## config.mk

```make
export PLATFORM = sky130hd
export DESIGN_NAME = input_vector_fifo
export DESIGN_NICKNAME = d
export VERILOG_FILES = /design/src/rtl/lb_pkg.sv /design/src/rtl/fifo_ctrl.sv /design/src/rtl/input_vector_fifo.sv
export SDC_FILE = /design/constraint.sdc
export NUM_CORES = 1
export LEC_CHECK = 0
export ABC_CLOCK_PERIOD_IN_PS = 52800
export CORE_MARGIN = 2
export CORE_UTILIZATION = 59
export CTS_CLUSTER_DIAMETER = 100
export CTS_CLUSTER_SIZE = 28
export DETAILED_ROUTE_END_ITERATION = 10
export PLACE_DENSITY = 0.85
export SLEW_MARGIN = 20
export SYNTH_ARGS = -nofsm -noshare
export SYNTH_HDL_FRONTEND = slang
export SYNTH_HIERARCHICAL = 1
export SYNTH_SLANG_ARGS = --single-unit
```

## constraint.sdc

```tcl
create_clock -name clk -period 52.8 [get_ports clk]
set_clock_uncertainty 0.05 [all_clocks]
set_input_delay 7.92 -clock clk [delete_from_list [all_inputs] [get_ports clk]]
set_output_delay 7.92 -clock clk [all_outputs]
set_load 0.05 [all_outputs]
```

## src/rtl/lb_pkg.sv

```systemverilog
//------------------------------------------------------------------------------
// lb_pkg : shared lane-vector types and constants for the input vector FIFO
// Revision: 1.0
//------------------------------------------------------------------------------
`default_nettype none

package lb_pkg;
   localparam int LB_N          = 8;
   localparam int LB_DATA_WIDTH = 32;
   localparam int DROP_CNT_W    = 16;

   typedef logic [LB_DATA_WIDTH-1:0] lane_vec_t [LB_N];

   function automatic logic [DROP_CNT_W-1:0] sat_inc(input logic [DROP_CNT_W-1:0] v);
      return (&v) ? v : v + 1'b1;
   endfunction
endpackage

`default_nettype wire

```

## src/rtl/fifo_ctrl.sv

```systemverilog
//------------------------------------------------------------------------------
// fifo_ctrl : pointers, occupancy, handshake flags and drop accounting
// Revision: 1.0
//------------------------------------------------------------------------------
`default_nettype none

module fifo_ctrl
   import lb_pkg::*;
#(
   parameter  int DEPTH    = 4,
   parameter  int AF_LEVEL = DEPTH - 1,
   localparam int PW       = $clog2(DEPTH),
   localparam int CW       = $clog2(DEPTH + 1)
) (
   input  logic                  clk,
   input  logic                  resetn,
   input  logic                  valid_in,
   input  logic                  next_in,
   input  logic                  clear_in,
   output logic                  wr_en,
   output logic [PW-1:0]         head,
   output logic [PW-1:0]         tail,
   output logic [CW-1:0]         count,
   output logic                  ready,
   output logic                  valid,
   output logic                  almost_full,
   output logic                  overflow,
   output logic [DROP_CNT_W-1:0] drop_count
);

   logic full;
   logic empty;
   logic push;
   logic pop;
   logic drop;

   assign full  = (count == CW'(DEPTH));
   assign empty = (count == '0);
   // Fullness is judged before the edge, so a same-edge pop never frees room for a push.
   assign push  = valid_in & ~full;
   assign pop   = next_in & ~empty;
   assign drop  = valid_in & full;

   assign wr_en       = push & ~clear_in;
   assign ready       = ~full;
   assign valid       = ~empty;
   assign almost_full = (int'(count) >= AF_LEVEL);

   always_ff @(posedge clk or negedge resetn) begin
      if (!resetn) begin
         head       <= '0;
         tail       <= '0;
         count      <= '0;
         overflow   <= 1'b0;
         drop_count <= '0;
      end else if (clear_in) begin
         head       <= '0;
         tail       <= '0;
         count      <= '0;
         overflow   <= 1'b0;
         drop_count <= '0;
      end else begin
         if (push) head <= head + 1'b1;
         if (pop)  tail <= tail + 1'b1;
         count <= count + CW'(push) - CW'(pop);
         if (drop) begin
            overflow   <= 1'b1;
            drop_count <= sat_inc(drop_count);
         end
      end
   end

endmodule

`default_nettype wire

```

## src/rtl/input_vector_fifo.sv

```systemverilog
//------------------------------------------------------------------------------
// input_vector_fifo : show-ahead FIFO of N-lane vectors with eof tags
// Revision: 1.0
//------------------------------------------------------------------------------
`default_nettype none

module input_vector_fifo
   import lb_pkg::*;
#(
   parameter int N          = LB_N,
   parameter int DATA_WIDTH = LB_DATA_WIDTH,
   parameter int IB_DEPTH   = 4,
   parameter int AF_LEVEL   = IB_DEPTH - 1
) (
   input  logic                          clk,
   input  logic                          resetn,
   input  logic                          valid_in,
   input  logic                          eof_in,
   input  logic [DATA_WIDTH-1:0]         vector_in [N],
   output logic                          ready_out,
   input  logic                          next_in,
   input  logic                          clear_in,
   output logic                          valid_out,
   output logic                          eof_out,
   output logic [DATA_WIDTH-1:0]         vector_out [N],
   output logic [$clog2(IB_DEPTH+1)-1:0] count_out,
   output logic                          almost_full,
   output logic                          overflow,
   output logic [DROP_CNT_W-1:0]         drop_count
);

   localparam int PW = $clog2(IB_DEPTH);

   logic                  wr_en;
   logic [PW-1:0]         head;
   logic [PW-1:0]         tail;
   logic [DATA_WIDTH-1:0] mem     [IB_DEPTH][N];
   logic                  eof_mem [IB_DEPTH];

   fifo_ctrl #(
      .DEPTH    (IB_DEPTH),
      .AF_LEVEL (AF_LEVEL)
   ) u_ctrl (
      .clk         (clk),
      .resetn      (resetn),
      .valid_in    (valid_in),
      .next_in     (next_in),
      .clear_in    (clear_in),
      .wr_en       (wr_en),
      .head        (head),
      .tail        (tail),
      .count       (count_out),
      .ready       (ready_out),
      .valid       (valid_out),
      .almost_full (almost_full),
      .overflow    (overflow),
      .drop_count  (drop_count)
   );

   // Payload storage carries no reset; validity is tracked by the control state alone.
   always_ff @(posedge clk) begin
      if (wr_en) begin
         for (int i = 0; i < N; i++) mem[head][i] <= vector_in[i];
         eof_mem[head] <= eof_in;
      end
   end

   assign eof_out = eof_mem[tail];

   for (genvar g = 0; g < N; g++) begin : g_lane
      assign vector_out[g] = mem[tail][g];
   end

endmodule

`default_nettype wire

```

# Word level (Yosys, flattened, before mapping)
# Memories as Yosys holds them, arrays and structs flattened.
# Cells that the tools add are included.
# word_totals
ff_bits	24
mem_bits_rw	1028
memories	2
# classes
add_sub_neg	5
n_lt_le_gt_ge	1
n_eq_ne	2
mux	12
bitwise	7
reduce_logical	6
# memory_table
name	depth	width	read_ports	rd_clocked_by_memory_dff	wr	line_no	text
mem	4	256	1	0	1	input_vector_fifo.sv:37	logic [DATA_WIDTH-1:0] mem [IB_DEPTH][N];
eof_mem	4	1	1	0	1	input_vector_fifo.sv:38	logic eof_mem [IB_DEPTH];
# op_table
cell	n
16-bit 2-to-1 mux	3
16-bit by 1-bit adder with 16-bit output (second input constant)	1
16-bit AND reduction	1
2-bit 2-to-1 mux	4
2-bit nonzero test	3
2-bit by 1-bit adder with 2-bit output (second input constant)	2
1-bit bitwise AND	4
1-bit 2-to-1 mux	4
3-bit by 1-bit adder with 3-bit output	1
3-bit equality test (second input constant)	1
3-bit by 2-bit greater-or-equal comparator with 1-bit output (second input constant)	1
3-bit zero test	1
3-bit 2-to-1 mux	1
1-bit NOT	3
3-bit by 1-bit subtractor with 3-bit output	1
2-bit != test (second input constant)	1
2-bit AND reduction	1

# Logic depth before layout (Yosys ltp)
# Gate-level depths: netlist (run 1).
# logic_depth
word_depth	6
ltp_mapped	9
depth_no_buf	9

# Cells and area by module
# Netlist (run 1), hierarchy kept.
# modules_own_cells
module	n_inst	cells_per_inst	area_per_inst_um2	seq_area_each_um2
input_vector_fifo	1	1347	37340.8	30869.6
fifo_ctrl	1	137	1375.1	600.6

# Least setup slack after synthesis (run 1)
# No wires, ideal clock.
# synth_path
path_kind	input-to-reg
startpoint	in clear_in
endpoint	mem eof_mem[0] (enable)
t_arrival_ns	27.061
setup_slack_ns	24.446
path_stages	4
path_buffers	2
cell_sequence	clkbuf_1 > clkbuf_1 > nor2_1 > nor3b_1
# synth_via
elab_chain_cells	4
# synth_rtl
item	line_no	text
start, declared	input_vector_fifo.sv:22	input logic clear_in,
1-bit NOT	fifo_ctrl.sv:44	assign wr_en = push & ~clear_in;
1-bit bitwise AND	fifo_ctrl.sv:44	
net wr_en	input_vector_fifo.sv:34	logic wr_en;
1-bit 2-to-1 mux	input_vector_fifo.sv:62	if (wr_en) begin
1-bit 2-to-1 mux (not written as such)	input_vector_fifo.sv:64	eof_mem[head] <= eof_in;
end, declared	input_vector_fifo.sv:38	
# The timed path passes the listed nets, and every way through them passes these cells.

==> load_flow_metrics.sql, run 1 <==
INSERT INTO impl_metrics (metric_group, metric, value, unit) VALUES
('yosys', 'yosysWarnings', '6', ''),
('yosys', 'syn_avg_cell_area', '26.1', 'um^2'),
('final_layout', 'regArea', '31500', 'um^2'),
('yosys', 'ys_types', '47', ''),
('power_and_ir_drop', 'p_leak', '0.0141', 'uW'),
('sta', 'maxClockFrequency', '77.4', 'MHz'),
('yosys', 'synth.top_cell.area_share', '79.7', '%'),
('run', 'drv_cap', '0', ''),
('global_routing', 'global_route_wire_length_before_repair', '117000', 'um'),
('hold_path', 'min_from', 'u_ctrl/overflow$_DFFE_PN0P_', ''),
('worst_setup_path', 'critPathSlowestCell', 'dfrtp_4', ''),
('final_layout', 'layout.nets', '2297', ''),
('yosys', 'async_reset_ff_share', '2.28', '%'),
('worst_setup_path', 'critical_path_cell_by_cell', 'buf_4, buf_4, buf_16, buf_4, mux4_2, clkdlybuf4s50_1', ''),
('global_routing', 'antenna_violations_before_repair', '16', ''),
('route', 'drc', '0', ''),
('floorplan', 'fp.dieArea', '67700', 'um^2'),
('sta', 'final_period_minus_worst_setup_slack', '12920', 'ps'),
('hold_path', 'hold-path-endpoint', 'u_ctrl/overflow$_DFFE_PN0P_', ''),
('cts', 'cts.repair_timing.setup_buffer_count', '0', ''),
('yosys', 'synth_top_cell_by_area', 'edfxtp_1', ''),
('cts', 'clock_buffer_count_from_cts', '43', ''),
('status', 'run_status', 'complete, no violations', ''),
('route', 'firstDrtPassIters', '7', ''),
('worst_setup_path', 'setup.worst_path.end_class', 'output pin', ''),
('sta', 'timing.setup.tns', '0', 'ps'),
('route', 'drt.antenna.violating_nets', '0', ''),
('yosys', 'yosys.area_share.xor_xnor', '0.113', '%'),
('worst_setup_path', 'r2r_end', 'mem[3][103]$_DFFE_PP_', ''),
('cts', 'holdBufCountCts', '0', ''),
('cts', 'insertion_delay', '600', 'ps'),
('sta', 'maxSlewHeadroom', '26.7', '%'),
('floorplan', 'initial_core_util', '59.8', '%'),
('yosys', 'synth_top_family_by_area', 'multiplexers', ''),
('power_and_ir_drop', 'power_density', '45.3', 'nW/um^2'),
('place', 'port-buffer-count', '541', ''),
('final_layout', 'area_growth_from_synthesis_to_layout', '18.8', '%'),
('yosys', 'synth_compound_gate_area_share', '0.307', '%'),
('yosys', 'number_of_synthesized_flops_with_an_enable_pin', '1028', ''),
('final_layout', 'ratio_of_cells_with_drive_above_1_in_the_final_layout', '16.9', '%'),
('yosys', 'synth_top_flop_cell', 'edfxtp_1', ''),
('place', 'detailedPlacementHpwl', '50000', 'um'),
('floorplan', 'fp.dieW', '260', 'um'),
('worst_setup_path', 'crit_path_max_fanout', '43', ''),
('final_layout', 'final_cell_area', '46000', 'um^2'),
('floorplan', 'io-pin-count', '542', ''),
('worst_setup_path', 'r2r-start', 'u_ctrl/count[1]$_DFF_PN0_', ''),
('cts', 'cts_max_path_buffers', '3', ''),
('worst_setup_path', 'worst-setup-path-type', 'reg -> out', ''),
('place', 'gp_congestion', '0.832', ''),
('worst_setup_path', 'crit_path_max_incr_delay', '780', 'ps'),
('yosys', 'synth_common_cells', 'edfxtp_1, mux4_2, buf_2', ''),
('cts', 'clk_transition_reported_paths', '110', 'ps'),
('route', 'dr_total_vias', '17600', ''),
('hold_path', 'whs_path_depth', '2', ''),
('sta', 'report.final.slew_viol_count', '0', ''),
('yosys', 'yosysSeqAreaShare', '81.3', '%'),
('sta', 'timing_worst_slew_pin_value', '1100', 'ps'),
('final_layout', 'combined_area_of_the_multi_input_logic_cells', '6580', 'um^2'),
('yosys', 'yosys.area_share.simple', '1.27', '%'),
('route', 'detail_route.vias_per_cell', '6.05', ''),
('place', 'postPlaceCellArea', '44800', 'um^2'),
('yosys', 'synth_top_cells_by_area', 'edfxtp_1, mux4_2, dfrtp_1, buf_12, buf_2', ''),
('cts', 'cts_tree', 'built', ''),
('yosys', 'synthMuxAreaShare', '15.1', '%'),
('worst_setup_path', 'worstSetupStartpointType', 'register', ''),
('yosys', 'syn-num-nets', '1751', ''),
('yosys', 'yosys_register_bits', '1052', ''),
('global_routing', 'track_usage', '23.4', '%'),
('final_layout', 'fillerInstances', '3683', ''),
('route', 'drt_wl_total', '79500', 'um');
## sequential cells by signal, summed over array words and instances (netlist names)
name / flops
mem: 1024
u_ctrl/drop_count: 16
eof_mem: 4
u_ctrl/count: 3
u_ctrl/head: 2
u_ctrl/tail: 2
u_ctrl/overflow: 1
## where the power goes
group | leakage, uW | internal (uW) | total [uW] | switching [uW]
Combinational | 0.00387 | 267 | 710 | 442
Sequential | 0.00965 | 967 | 989 | 21.4
Clock | 0.000572 | 156 | 384 | 227
Total | 0.0141 | 1390 | 2080 | 691
## layout make-up
class	instances	area share [%]
Antenna cell	13	0.0707
Clock buffer	54	2.52
Clock inverter	1	0.0354
Inverter	6	0.0490
Multi-Input combinational cell	365	14.3
Sequential cell	1052	68.5
Tap cell	855	2.33
Timing Repair Buffer	562	12.2
## through the flow
stage                     worst slack (ps)  total power, uW  std cells  hold WS [ps]  utilization, %
final                                39880             2080       2908           473            71.1
after global placement               40110             1710       2839           463            69.2
after global routing                 39430             2150       2903           549            71.1
after floorplan                      24450             1540       1484           449               -
after detailed placement             40130             1720       2839           451            69.2
after CTS                            39440             2100       2894           479            71.0
## critical path, delay by kind of cell (launching register included)
kind	cells	cell delay, ps
buffers and inverters	5	2860
flip-flops	1	780
multiplexers	1	590
## layout by cell type (no fill, tap or decap), types with 3 or more instances in the layout
cell type	n
nor2_1	19
nor2b_1	4
nand2_1	5
inv_1	6
nor3_1	8
o21ai_0	7
diode_2	13
dfrtp_1	22
ha_1	4
a21oi_1	8
clkbuf_16	45
mux4_2	257
nand3_1	3
clkdlybuf4s50_1	540
or3_1	6
buf_4	17
buf_12	3
xor2_1	4
clkbuf_1	9
edfxtp_1	1028
## worst max path at each step
stage,startpoint,to,slack (ps)
after floorplan,clear_in,eof_mem[0]$_DFFE_PP_,24450
after global placement,u_ctrl/tail[0]$_DFFE_PN0P_,vector_out[113],40110
after detailed placement,u_ctrl/tail[0]$_DFFE_PN0P_,vector_out[82],40130
after CTS,u_ctrl/tail[0]$_DFFE_PN0P_,vector_out[82],39440
after global routing,u_ctrl/tail[0]$_DFFE_PN0P_,vector_out[82],39430
final,u_ctrl/tail[0]$_DFFE_PN0P_,vector_out[35],39880
## metal layers
| layer | up-vias | share of wire, % | GRT usage [%] | wire length (um) |
|---|---|---|---|---|
| met3 | 134 | 9.0 | 5.87 | 7160 |
| met5 | - | 0.10 | 0 | 80 |
| met2 | 728 | 52 | 39.3 | 41100 |
| met1 | 9269 | 36 | 30.6 | 28600 |
| met4 | 12 | 3.1 | 6.90 | 2440 |
| li1 | 7452 | - | - | - |
## cell families after synthesis
group           Yosys count
flops                  1052
mux                     261
compound gates           21
xor+xnor                  5
buf+inv                  67
simple gates             73
fa+ha+maj                 5
Note: power is estimated with default switching activity, not from simulation.
==> run 2, diff against run 1 <==
--- a/config.mk
+++ b/config.mk
@@ -5,13 +5,13 @@
 export SDC_FILE = /design/constraint.sdc
 export NUM_CORES = 1
 export LEC_CHECK = 0
-export ABC_CLOCK_PERIOD_IN_PS = 52800
+export ABC_CLOCK_PERIOD_IN_PS = 10700
 export CORE_MARGIN = 2
-export CORE_UTILIZATION = 59
+export CORE_UTILIZATION = 49
 export CTS_CLUSTER_DIAMETER = 100
 export CTS_CLUSTER_SIZE = 28
 export DETAILED_ROUTE_END_ITERATION = 10
-export PLACE_DENSITY = 0.85
+export PLACE_DENSITY = 0.76
 export SLEW_MARGIN = 20
 export SYNTH_ARGS = -nofsm -noshare
 export SYNTH_HDL_FRONTEND = slang
==> constraint.sdc (replaced) <==
create_clock -name clk -period 10.7 [get_ports clk]
set_clock_uncertainty 0.05 [all_clocks]
set_input_delay 1.605 -clock clk [delete_from_list [all_inputs] [get_ports clk]]
set_output_delay 1.605 -clock clk [all_outputs]
set_load 0.05 [all_outputs]
==> run 2 against run 1 <==
Compared with the run above:
- via count down 1.7%
- sequential share of layout area down 0.52 points
- global-route usage down 4.1 points
==> load_flow_metrics.sql, run 2 (synthesis gave the netlist of run 1 again) <==
INSERT INTO impl_metrics (metric_group, metric, value, unit) VALUES
('status', 'run_status', 'complete, no violations', ''),
('sta', 'maxClockFrequency', '167', 'MHz'),
('sta', 'timing.final.crit_share', '56.0', '%'),
('floorplan', 'initial_core_util', '49.2', '%'),
('floorplan', 'rows', '103', ''),
('cts', 'cts_htree_levels', '2', ''),
('sta', 'finalSetupViolCount', '0', ''),
('route', 'firstDrtPassIters', '6', ''),
('route', 'wire_per_inst', '25.4', 'um'),
('route', 'drt_wl_total', '79000', 'um'),
('cts', 'cts.repair_timing.setup_buffer_count', '0', ''),
('run', 'drv_cap', '0', ''),
('worst_setup_path', 'critPathLaunch', 'u_ctrl/tail[0]$_DFFE_PN0P_', ''),
('final_layout', 'final_common_cell', 'edfxtp_1', ''),
('cts', 'cts.repair.resized', '0', ''),
('worst_setup_path', 'regToRegSetupSlack', '6720', 'ps'),
('hold_path', 'min-delay-path-class', 'reg -> reg', ''),
('sta', 'report.final.slew_viol_count', '0', ''),
('worst_setup_path', 'setup.worst_path.end_class', 'output pin', ''),
('route', 'detail_route.vias_per_cell', '5.57', ''),
('global_routing', 'track_usage', '19.3', '%'),
('worst_setup_path', 'path_delay_family', 'buffers and inverters', ''),
('route', 'drt_iter0_drc', '1369', ''),
('global_routing', 'grt_max_degree', '168', ''),
('final_layout', 'ratio_of_cells_with_drive_above_1_in_the_final_layout', '16.8', '%'),
('power_and_ir_drop', 'max-vdd-ir-drop', '0.198', 'mV'),
('route', 'drt.antenna.violating_nets', '0', ''),
('floorplan', 'design.core.area', '78600', 'um^2'),
('worst_setup_path', 'critPathRequiredTime', '9050', 'ps'),
('route', 'dr_total_vias', '17300', ''),
('worst_setup_path', 'critical_path_cell_by_cell', 'buf_12, buf_4, mux4_2, clkdlybuf4s50_1', ''),
('worst_setup_path', 'timing.critical_path.buf_inv', '3', ''),
('place', 'port-buffer-count', '541', ''),
('cts', 'holdBufCountCts', '0', ''),
('cts', 'insertion_delay', '600', 'ps'),
('floorplan', 'io-pin-count', '542', ''),
('floorplan', 'die-height', '285', 'um'),
('final_layout', 'regArea', '31500', 'um^2'),
('sta', 'timing_hold_violations_final', '0', ''),
('worst_setup_path', 'crit_arrival', '4330', 'ps'),
('cts', 'clock_buffer_count_from_cts', '44', ''),
('cts', 'clk_transition_reported_paths', '100', 'ps'),
('sta', 'rsz0062_at_grt', 'false', ''),
('cts', 'clock-sinks', '1052', ''),
('route', 'drc', '0', ''),
('cts', 'clock_tree_root_driver_cell', 'clkbuf_16', ''),
('worst_setup_path', 'crit_path_max_incr_delay', '910', 'ps'),
('final_layout', 'largest_register', 'mem', ''),
('worst_setup_path', 'r2r_end', 'mem[2][168]$_DFFE_PP_', ''),
('worst_setup_path', 'worst-setup-path-type', 'reg -> out', ''),
('worst_setup_path', 'timing.critical_path.to', 'vector_out[255]', ''),
('power_and_ir_drop', 'p_leak', '0.0141', 'uW'),
('sta', 'fin_worst_hold_slack', '471', 'ps'),
('floorplan', 'fp.dieW', '285', 'um'),
('sta', 'timing.setup.tns', '0', 'ps'),
('global_routing', 'antenna_violations_before_repair', '18', ''),
('global_routing', 'grt_overflow', '0', ''),
('floorplan', 'fp.dieArea', '81300', 'um^2'),
('cts', 'cts_max_path_buffers', '3', ''),
('power_and_ir_drop', 'power_density', '223', 'nW/um^2'),
('final_layout', 'combined_area_of_the_multi_input_logic_cells', '6580', 'um^2'),
('final_layout', 'largest_register_ffs', '1024', ''),
('sta', 'final_period_minus_worst_setup_slack', '5990', 'ps'),
('worst_setup_path', 'crit_path_max_fanout', '96', ''),
('final_layout', 'fillerInstances', '5450', ''),
('worst_setup_path', 'critPathSlowestCell', 'dfrtp_4', ''),
('final_layout', 'reg_top3', 'mem (1024), u_ctrl/drop_count (16), eof_mem (4)', ''),
('worst_setup_path', 'worst-path-stages', '4', ''),
('final_layout', 'area_growth_from_synthesis_to_layout', '19.7', '%'),
('sta', 'maxSlewHeadroom', '18.1', '%'),
('place', 'detailedPlacementHpwl', '49500', 'um'),
('place', 'gp_congestion', '0.805', ''),
('final_layout', 'layout.nets', '2297', ''),
('worst_setup_path', 'worstSetupStartpointType', 'register', ''),
('sta', 'timing_worst_slew_pin_value', '1230', 'ps'),
('global_routing', 'global_route_wire_length_before_repair', '118000', 'um'),
('worst_setup_path', 'r2r-start', 'u_ctrl/count[2]$_DFF_PN0_', ''),
('final_layout', 'post-route-util', '58.9', '%'),
('final_layout', 'most_used_cells_in_the_layout_excluding_fill_and_tap_cells', 'edfxtp_1, clkdlybuf4s50_1, mux4_2', ''),
('worst_setup_path', 'reg2regPathDepth', '6', ''),
('cts', 'cts_tree', 'built', ''),
('global_routing', 'vias_in_the_first_global_route', '18400', '');
[run 2: cell count changes in the layout (fill, tap and decap cells not counted), moves of 3 or more]
cell / previous run / this run
buf_12: 3 / 6
buf_4: 17 / 12
clkbuf_1: 9 / 15
diode_2: 13 / 10
[run 2: worst min path at each step]
| stage | depth (start not counted) | slack [ps] | endpoint | startpoint |
|---|---|---|---|---|
| 6_report | 2 | 470 | u_ctrl/overflow$_DFFE_PN0P_ | u_ctrl/overflow$_DFFE_PN0P_ |
| 5_1_grt | 2 | 540 | u_ctrl/overflow$_DFFE_PN0P_ | u_ctrl/overflow$_DFFE_PN0P_ |
| 4_1_cts | 2 | 470 | u_ctrl/overflow$_DFFE_PN0P_ | u_ctrl/overflow$_DFFE_PN0P_ |
| 3_5_place_dp | 2 | 440 | u_ctrl/overflow$_DFFE_PN0P_ | u_ctrl/overflow$_DFFE_PN0P_ |
| 3_3_place_gp | 2 | 440 | u_ctrl/overflow$_DFFE_PN0P_ | u_ctrl/overflow$_DFFE_PN0P_ |
| 2_1_floorplan | 2 | 450 | u_ctrl/tail[1]$_DFFE_PN0P_ | u_ctrl/tail[1]$_DFFE_PN0P_ |
[run 2: cell type report]
class	instances	share of cell area (%)
clock inverters	4	0.103
diodes	10	0.0540
inverters	6	0.0486
clock buffers	60	2.55
well taps	1050	2.84
flip-flops and latches	1052	67.9
repair buffers	561	12.3
multi-input cells	365	14.2
[run 2: layer usage]
metal  GRT usage (%)  wire, um  vias to the layer above  part of all wire, %
li1                -         -                     7450                    -
met1            24.3     29300                     9192                   37
met2            33.1     41500                      548                   53
met4            5.20      1780                       16                  2.3
met5               0        96                        -                 0.12
met3            5.36      6260                       98                  7.9
[run 2: through the flow]
step                      std cells  worst slack [ps]  power (uW)  instance area [um^2]
after floorplan                1484              1570        7530                 38700
after global placement         3032              5240        8480                 45000
after detailed placement       3033              5240        8510                 45100
after CTS                      3097              4560       10400                 46300
after global routing           3108              4300       10700                 46300
final                          3108              4710       10300                 46300
[run 2: power by group]
group	internal [uW]	total, uW	switching [uW]	leakage (uW)
Combinational	1320	3510	2180	0.00388
Sequential	4770	4880	105	0.00965
Clock	790	1950	1160	0.000594
Total	6880	10300	3450	0.0141
[run 2: tightest hold or removal path, stage by stage, from the launching register on]
cell	delay, ps
dfrtp_1	370
nor2_1	50
nor2_1	70
